==> config.mk <==
export PLATFORM = sky130hd
export DESIGN_NAME = sram_port0_arbiter
export DESIGN_NICKNAME = d
export VERILOG_FILES = /design/src/rtl/sram_port0_arbiter.sv
export SDC_FILE = /design/constraint.sdc
export NUM_CORES = 1
export LEC_CHECK = 0
export ABC_AREA = 1
export CORE_AREA = 3 3 166 168
export CTS_BUF_LIST = sky130_fd_sc_hd__clkbuf_8
export CTS_CLUSTER_DIAMETER = 30
export DETAILED_ROUTE_END_ITERATION = 10
export DIE_AREA = 0 0 169 171
export GPL_ROUTABILITY_DRIVEN = 0
export GPL_TIMING_DRIVEN = 0
export PLACE_DENSITY_LB_ADDON = 0.3
export SYNTH_ARGS = -nofsm -noshare
export SYNTH_HDL_FRONTEND = slang
export SYNTH_SLANG_ARGS = --single-unit
==> constraint.sdc <==
create_clock -name clk -period 2.7 [get_ports clk]
set_input_delay 0.405 -clock clk [delete_from_list [all_inputs] [get_ports clk]]
set_output_delay 0.405 -clock clk [all_outputs]
set_load 0.1 [all_outputs]
==> src/rtl/sram_port0_arbiter.sv <==
// rtl/sram_port0_arbiter.sv - round-robin arbiter sharing SRAM port 0 between loader (req0) and query (req1)
// Optional post-reset zero-fill sweep enabled by defining SRAM_ARB_CLEAR_EN.
module sram_port0_arbiter #(
  parameter int DATA_WIDTH = 64,
  parameter int ADDR_WIDTH = 9,
  parameter int RAM_DEPTH  = 256
) (
  input  logic                  clk,
  input  logic                  rst_n,
  output logic                  init_done,
  input  logic                  req0_valid,
  output logic                  req0_ready,
  input  logic                  req0_wen,
  input  logic [ADDR_WIDTH-1:0] req0_addr,
  input  logic [DATA_WIDTH-1:0] req0_wdata,
  output logic                  rsp0_valid,
  output logic [DATA_WIDTH-1:0] rsp0_rdata,
  input  logic                  req1_valid,
  output logic                  req1_ready,
  input  logic                  req1_wen,
  input  logic [ADDR_WIDTH-1:0] req1_addr,
  input  logic [DATA_WIDTH-1:0] req1_wdata,
  output logic                  rsp1_valid,
  output logic [DATA_WIDTH-1:0] rsp1_rdata,
  output logic                  addr_err,
  output logic                  csb0,
  output logic                  web0,
  output logic [ADDR_WIDTH-1:0] addr0,
  output logic [DATA_WIDTH-1:0] din0,
  input  logic [DATA_WIDTH-1:0] dout0
);

  localparam logic [0:0] ST_CLEAR = 1'b0;
  localparam logic [0:0] ST_RUN   = 1'b1;
`ifdef SRAM_ARB_CLEAR_EN
  localparam logic [0:0] ST_RESET = ST_CLEAR;
`else
  localparam logic [0:0] ST_RESET = ST_RUN;
`endif
  localparam logic [ADDR_WIDTH:0] DEPTH_W = (ADDR_WIDTH + 1)'(RAM_DEPTH);

  logic [0:0]            state_q;
  logic [ADDR_WIDTH:0]   clr_cnt_q;
  logic                  init_done_q;
  logic                  rr_q;
  logic                  csb_q;
  logic                  web_q;
  logic [ADDR_WIDTH-1:0] addr_q;
  logic [DATA_WIDTH-1:0] din_q;
  logic                  pend0_q;
  logic                  pend1_q;
  logic                  pend_oor_q;

  logic                  grant0;
  logic                  grant1;
  logic                  acc;
  logic                  acc_wen;
  logic [ADDR_WIDTH-1:0] acc_addr;
  logic [DATA_WIDTH-1:0] acc_wdata;
  logic                  acc_oor;
  logic                  acc_mem;

  // rr_q holds the last granted requester; a tie goes to the other one
  assign grant0 = init_done_q & req0_valid & (~req1_valid | rr_q);
  assign grant1 = init_done_q & req1_valid & (~req0_valid | ~rr_q);
  assign acc       = grant0 | grant1;
  assign acc_wen   = grant0 ? req0_wen   : req1_wen;
  assign acc_addr  = grant0 ? req0_addr  : req1_addr;
  assign acc_wdata = grant0 ? req0_wdata : req1_wdata;
  assign acc_oor   = {1'b0, acc_addr} >= DEPTH_W;
  assign acc_mem   = acc & ~acc_oor;

  assign init_done  = init_done_q;
  assign req0_ready = grant0;
  assign req1_ready = grant1;
  assign addr_err   = acc & acc_oor;

  // Accepted in-range transfers reach the macro combinationally; otherwise the registered view
  assign csb0  = acc_mem ? 1'b0     : csb_q;
  assign web0  = acc_mem ? ~acc_wen : web_q;
  assign addr0 = acc_mem ? acc_addr  : addr_q;
  assign din0  = acc_mem ? acc_wdata : din_q;

  assign rsp0_valid = pend0_q;
  assign rsp1_valid = pend1_q;
  assign rsp0_rdata = (pend0_q & ~pend_oor_q) ? dout0 : '0;
  assign rsp1_rdata = (pend1_q & ~pend_oor_q) ? dout0 : '0;

  always_ff @(posedge clk or negedge rst_n) begin
    if (!rst_n) begin
      state_q     <= ST_RESET;
      clr_cnt_q   <= '0;
      init_done_q <= 1'b0;
      rr_q        <= 1'b1;
      csb_q       <= 1'b1;
      web_q       <= 1'b1;
      addr_q      <= '0;
      din_q       <= '0;
      pend0_q     <= 1'b0;
      pend1_q     <= 1'b0;
      pend_oor_q  <= 1'b0;
    end else begin
      if (state_q == ST_CLEAR) begin
        if (clr_cnt_q < DEPTH_W) begin
          csb_q     <= 1'b0;
          web_q     <= 1'b0;
          addr_q    <= clr_cnt_q[ADDR_WIDTH-1:0];
          din_q     <= '0;
          clr_cnt_q <= clr_cnt_q + 1'b1;
        end else begin
          csb_q       <= 1'b1;
          web_q       <= 1'b1;
          state_q     <= ST_RUN;
          init_done_q <= 1'b1;
        end
      end else begin
        init_done_q <= 1'b1;
        if (acc_mem) begin
          addr_q <= acc_addr;
          din_q  <= acc_wdata;
        end
      end
      if (acc) begin
        rr_q <= grant1;
      end
      pend0_q    <= grant0 & ~req0_wen;
      pend1_q    <= grant1 & ~req1_wen;
      pend_oor_q <= acc_oor;
    end
  end

endmodule
==> impl_metrics.py, run 1 <==
metrics = {
    "drt": {
        "vias_per_cell": 4.55,
        "ant_nets": 0,
        "routed_wl_um": 33700,
        "vias": 9238,
        "wl_per_cell_um": 16.6,
        "drt_drc_violations_left": 0,
        "first_pass_iters": 4,
        "first_iter_violations": 443,
    },
    "pwr": {
        "clkPwrFrac_pct": 37.7,
        "ir_worst_vdd_v": 0.000244,
        "power_switching_uw": 681,
        "p_seq_share_pct": 44.8,
        "p_int_uw": 2330,
        "leakagePower_uw": 0.00711,
        "p_sw_share_pct": 22.6,
        "comb_power_share_pct": 17.5,
        "power_density_nw_per_um2": 233,
    },
    "logic_synthesis": {
        "ys.flop_type": "dfrtp_1",
        "syn-num-nets": 1463,
        "synth_top_family_by_area": "simple AND/OR/NAND/NOR gates",
        "synth_xor_area_share_pct": 0.470,
        "seq_area_frac_synth_pct": 30.3,
        "yosys_warnings": 0,
        "yosys.area_share.simple_pct": 50.1,
        "synth_enable_flop_cells": 0,
        "mappedNetlistArea_sq_um": 7450,
        "ys_ff_latch": 90,
        "synthAdderAreaFrac_pct": 0.168,
        "avgSynthCellArea_sq_um": 5.98,
        "synth_compound_area_share_pct": 1.23,
        "synth_cell_type_count": 25,
        "muxShareOfSynthArea_pct": 0,
        "async_flop_share_pct": 100,
        "syn_inst": 1246,
    },
    "floorplanning": {
        "initial_core_util_pct": 28.6,
        "core_area_sq_um": 26100,
        "die_w_um": 169,
        "fp.dieH_um": 171,
        "die-area_sq_um": 28900,
        "io_pins": 425,
        "core.rowCount": 59,
    },
    "worst_setup_path": {
        "crit_fanout": 10,
        "critical_path.cell_chain": "inv_2 -> nand2_4 -> buf_12 -> nand3b_1 -> nand2_2 -> bufbuf_16 -> buf_12 -> nand3_1 -> and2_2 -> buf_12",
        "crit_type": "reg2out",
        "required_ns": 2.30,
        "setup.worst_path.end_class": "output port",
        "crit_arrival_ns": 2.26,
        "crit_slowest_cell": "dfstp_2",
        "slowest_delay_ns": 0.55,
        "crit_top_cell": "buf_12",
        "cp_top_family": "buffers and inverters",
        "critPathBufInv": 5,
        "worstSetupStartpointType": "register",
    },
    "cts": {
        "clk_latency_ns": 0.37,
        "cts_hold_buf": 0,
        "cts-root-buf": "clkbuf_8",
        "cts_tree": "done",
        "path_clk_slew_ns": 0.10,
        "clock_path_buffers": 2,
        "clock-sinks": 90,
        "cts_inserted_buffers": 9,
        "cts.htree.levels": 3,
    },
    "timing": {
        "slew_viol_final": 0,
        "period_minus_slack_ns": 2.66,
        "setup_viol": 0,
        "fin_skew_ns": 0.0133,
        "hold_viol_final": 0,
        "tightest_slew_ns": 1.04,
        "max_freq_ghz": 0.376,
        "max_slew_margin_pct": 30.7,
        "finalSetupTns_ns": 0,
        "fin_crit_sh_pct": 98.6,
        "rsz0062_at_grt": "yes",
    },
    "job": {
        "max_cap_viol_count": 0,
    },
    "finish": {
        "n_antenna_cell": 0,
        "multi_input_area_sq_um": 4110,
        "n_fill_cell": 2675,
        "utilization_pct": 49.6,
        "fin_area_sq_um": 12900,
        "synthToLayoutAreaGrowth_pct": 73.4,
        "regArea_sq_um": 2260,
        "layout.nets": 1907,
        "layout-drive-gt1-share_pct": 21.6,
    },
    "place": {
        "dp_hpwl_um": 27100,
        "placed_area_sq_um": 12300,
        "portBuffers": 424,
    },
    "global_routing": {
        "antenna_found_initial": 4,
        "grt_use_total_pct": 22.3,
        "grt_pass1_vias": 8841,
        "grt_max_degree": 49,
        "grt_first_pass_wirelength_um": 50000,
        "grt_overflow_total": 0,
    },
    "worst_hold_path": {
        "hold_class": "in2async",
    },
    "outcome": {
        "status": "complete, no violations",
    },
}
## metal layers
metal | vias to the layer above | part of all wire [%] | global-route usage [%]
met5 | - | 0.13 | 0
met2 | 360 | 47 | 37.6
met1 | 4222 | 41 | 27.6
met4 | 6 | 2.9 | 7.23
met3 | 50 | 8.9 | 6.52
li1 | 4600 | - | -
## what timing repair did
item	CTS	global route
cloned	1	0
hold endpoints to repair	0	0
setup buffers	4	3
pin swaps	1	2
gates resized for setup	940	226
endpoints found under the setup margin	206	150
## Yosys cell counts, drive strengths merged (3+ instances only)
master | count | area (sq um)
nand2 | 383 | 1450
inv | 242 | 908
nand3 | 151 | 756
nor2 | 134 | 503
dfrtp | 87 | 2180
nand3b | 73 | 548
and2 | 72 | 450
buf | 47 | 310
clkbuf | 28 | 105
o22ai | 7 | 43.8
o21ai | 5 | 25.0
xor2 | 4 | 35.0
a21oi | 3 | 15.0
dfstp | 3 | 78.8
nor3 | 3 | 15.0
## state kept, by name, indices dropped and copies added (netlist names)
signal / flops
rsp1_valid: 1
pend_oor_q: 1
state_q: 1
clr_cnt_q: 10
din_q: 64
web_q: 1
rr_q: 1
addr_q: 9
rsp0_valid: 1
init_done: 1
## kinds of logic after synthesis
logic type	after synthesis
AND/OR/NAND/NOR	818
XOR/XNOR	4
adder cells (fa/ha/maj)	1
flip-flops	90
buffers and inverters	317
AO/OA/AOI/OAI	16
## area by class of cell
type	count	share of cell area, %
Buffer	75	4.11
Inverter	242	7.06
Tap cell	335	3.24
Clock buffer	10	1.07
Multi-Input combinational cell	839	31.8
Clock inverter	6	0.823
Timing Repair Buffer	433	34.4
Sequential cell	90	17.5
## metrics by stage
step	total power [uW]	worst slack, ns	hold WS (ns)	cells
6_report	3010	0.0371	0.0170	2030
5_1_grt	3150	-0.0649	0.0348	2030
2_1_floorplan	1510	-0.475	0.109	1246
3_3_place_gp	1880	-2.66	0.443	2005
4_1_cts	3040	0.000653	0.0276	2027
3_5_place_dp	1890	-1.21	0.451	2006
## worst paths after layout
kind	from	endpoint	slack (ns)	cells past startpoint
min reg2reg	clr_cnt_q[9]	clr_cnt_q[9]	0.47	1
min	rst_n	din_q[46]	0.02	1
min in group clk	clr_cnt_q[9]	clr_cnt_q[9]	0.47	1
max	rr_q	din0[53]	0.04	10
max reg2reg	state_q	din_q[14]	0.83	4
max in group asynchronous	rst_n	state_q	1.98	2
## power by group through the flow
| stage | Combinational [uW] | Sequential, uW | Clock [uW] |
|---|---|---|---|
| after floorplan | 135 | 1370 | 0 |
| after global placement | 506 | 1370 | 0 |
| after detailed placement | 513 | 1370 | 0 |
| after CTS | 524 | 1350 | 1170 |
| after global routing | 572 | 1350 | 1230 |
| final | 527 | 1350 | 1140 |
## cell usage in the layout (no fill, tap or decap), types with 35 or more instances in the layout
cell type / synthesis / final
nand2_1: 380 / 377
inv_1: 238 / 239
clkdlybuf4s50_1: 0 / 216
nand3_1: 151 / 143
nor2_1: 134 / 123
dfrtp_1: 87 / 85
nand3b_1: 73 / 73
clkdlybuf4s15_2: 0 / 54
buf_6: 13 / 50
buf_2: 20 / 49
and2_2: 0 / 35
No activity file was read; power rests on OpenSTA's default activity.
==> run 2: changes to the inputs <==
CORE_AREA = unset   (was 3 3 166 168)
CORE_MARGIN = 3   (was unset)
CORE_UTILIZATION = 25   (was unset)
DIE_AREA = unset   (was 0 0 169 171)
==> impl_metrics.py, run 2 (same netlist as run 1, synthesis figures left out) <==
metrics = {
    "outcome": {
        "status": "complete, no violations",
    },
    "floorplanning": {
        "die-area_sq_um": 31900,
        "fp.dieH_um": 179,
        "core_area_sq_um": 29000,
        "core.rowCount": 62,
        "initial_core_util_pct": 25.7,
        "io_pins": 425,
        "die_w_um": 179,
    },
    "global_routing": {
        "grt_first_pass_wirelength_um": 51300,
        "grt_pass1_vias": 8670,
        "grt_max_degree": 49,
        "antenna_found_initial": 1,
        "grt_use_total_pct": 21.4,
        "grt_overflow_total": 0,
    },
    "timing": {
        "fin_crit_sh_pct": 98.0,
        "rsz0062_at_grt": "yes",
        "period_minus_slack_ns": 2.65,
        "slew_viol_final": 0,
        "max_freq_ghz": 0.378,
        "finalWorstSetupSlack_ns": 0.0533,
        "fin_skew_ns": 0.0132,
        "hold_viol_final": 0,
        "tightest_slew_ns": 1.03,
        "holdWs_ns": 0.00656,
        "max_slew_margin_pct": 30.9,
        "setup_viol": 0,
    },
    "worst_setup_path": {
        "crit_type": "in2out",
        "crit_fanout": 10,
        "r2r_end": "din_q[23]",
        "r2r_start": "state_q",
        "setup.worst_path.end_class": "output port",
        "crit_arrival_ns": 2.24,
        "ff2ff_path_depth": 4,
        "worstSetupStartpointType": "input port",
        "required_ns": 2.30,
        "rrSetupSlack_ns": 0.73,
    },
    "place": {
        "dp_hpwl_um": 29400,
        "portBuffers": 424,
        "place_ws_ns": -1.22,
    },
    "pwr": {
        "power_switching_uw": 730,
        "power_density_nw_per_um2": 214,
        "leakagePower_uw": 0.00705,
        "comb_power_share_pct": 19.1,
        "p_int_uw": 2100,
        "p_sw_share_pct": 25.8,
        "p_seq_share_pct": 47.7,
        "clkPwrFrac_pct": 33.2,
        "ir_worst_vdd_v": 0.000173,
    },
    "cts": {
        "cts-root-buf": "clkbuf_8",
        "cts.htree.levels": 3,
        "clock_path_buffers": 2,
        "cts_inserted_buffers": 9,
        "cts_hold_buf": 0,
        "clock-sinks": 90,
        "path_clk_slew_ns": 0.11,
        "clk_latency_ns": 0.38,
        "cts_tree": "done",
    },
    "drt": {
        "routed_wl_um": 35900,
        "ant_nets": 0,
        "vias_per_cell": 4.35,
        "wl_per_cell_um": 17.2,
        "first_iter_violations": 552,
        "first_pass_iters": 5,
        "vias": 9054,
        "drt_drc_violations_left": 0,
    },
    "finish": {
        "layout-drive-gt1-share_pct": 21.6,
        "multi_input_area_sq_um": 4160,
        "final_common_cell": "nand2_1",
        "largest_reg_flops": 64,
        "top_regs": "din_q (64), clr_cnt_q (10), addr_q (9)",
        "final_cell_mix": "376 x nand2_1, 237 x inv_1, 216 x clkdlybuf4s50_1",
        "regMostFlops": "din_q",
        "regArea_sq_um": 2260,
        "n_fill_cell": 2998,
        "layout.nets": 1907,
        "synthToLayoutAreaGrowth_pct": 77.0,
        "utilization_pct": 45.4,
    },
    "job": {
        "max_cap_viol_count": 0,
    },
    "worst_hold_path": {
        "hold_class": "in2async",
    },
}
==> run 2: cell count changes in the layout (fill, tap and decap cells not counted), sizes merged <==
cell and change:
clkdlybuf4s18 -9, dlygate4sd2 +2, buf -27, bufinv -3, diode +1, bufbuf -1, clkinv +1, clkbuf +4
clkdlybuf4s15 +32, inv +1
==> run 2: routing by layer <==
layer  up-vias  wire length (um)  track usage, %
met1      4110             15400            26.9
met3        32              2530            4.56
met2       325             17300            37.3
met4         0               654            4.71
li1       4587                 -               -
met5         -                 0               0
==> run 2: stage by stage <==
step / total power, uW / TNS (ns) / std cells / instance area (sq um)
2_1_floorplan: 1510 / -36.81 / 1246 / 7610
3_3_place_gp: 1890 / -306.32 / 2054 / 12300
3_5_place_dp: 1900 / -99.24 / 2055 / 12400
4_1_cts: 2860 / 0 / 2077 / 12700
5_1_grt: 2970 / -0.392 / 2079 / 13200
6_report: 2830 / 0 / 2080 / 13200
==> run 2: critical path, cell delays in order <==
cell and delay [ns]:
clkdlybuf4s50_1 0.54, nand2_4 0.09, buf_12 0.14, nand3b_1 0.09, nand2_2 0.07, buf_8 0.14, buf_4 0.14, buf_8 0.13
nand3_1 0.08, and2_1 0.18, buf_8 0.21
==> run 2: how the worst max path moves through the flow <==
stage | from | endpoint | slack [ns] | cells past startpoint
finish | req1_valid | din0[23] | 0.05 | 11
global route | rr_q | din0[52] | -0.06 | 11
CTS | rr_q | din0[13] | 0.0001 | 9
detailed placement | req0_valid | addr0[0] | -1.22 | 9
global placement | rst_n | rsp0_valid | -2.70 | 1
floorplan | rsp1_valid | rsp1_rdata[10] | -0.47 | 3
==> run 2: area by class of cell <==
| type | instances | area share, % |
|---|---|---|
| well taps | 384 | 3.64 |
| repair buffers | 434 | 35.3 |
| flip-flops and latches | 90 | 17.1 |
| multi-input cells | 839 | 31.5 |
| inverters | 242 | 6.92 |
| plain buffers | 74 | 3.97 |
| diodes | 1 | 0.0190 |
| clock buffers | 11 | 1.15 |
| clock inverters | 5 | 0.332 |
==> run 2: power by group through the flow <==
stage	Combinational [uW]	Sequential (uW)	Clock (uW)
3_5_place_dp	521	1370	0
3_3_place_gp	515	1370	0
4_1_cts	529	1350	986
6_report	541	1350	937
5_1_grt	584	1350	1040
2_1_floorplan	135	1370	0
==> run 2: repair_timing <==
action / 4_1_cts / 5_1_grt
gates resized for setup: 928 / 202
setup buffers: 7 / 0
cloned: 0 / 2
pin swaps: 0 / 2
endpoints found under the setup margin: 206 / 135
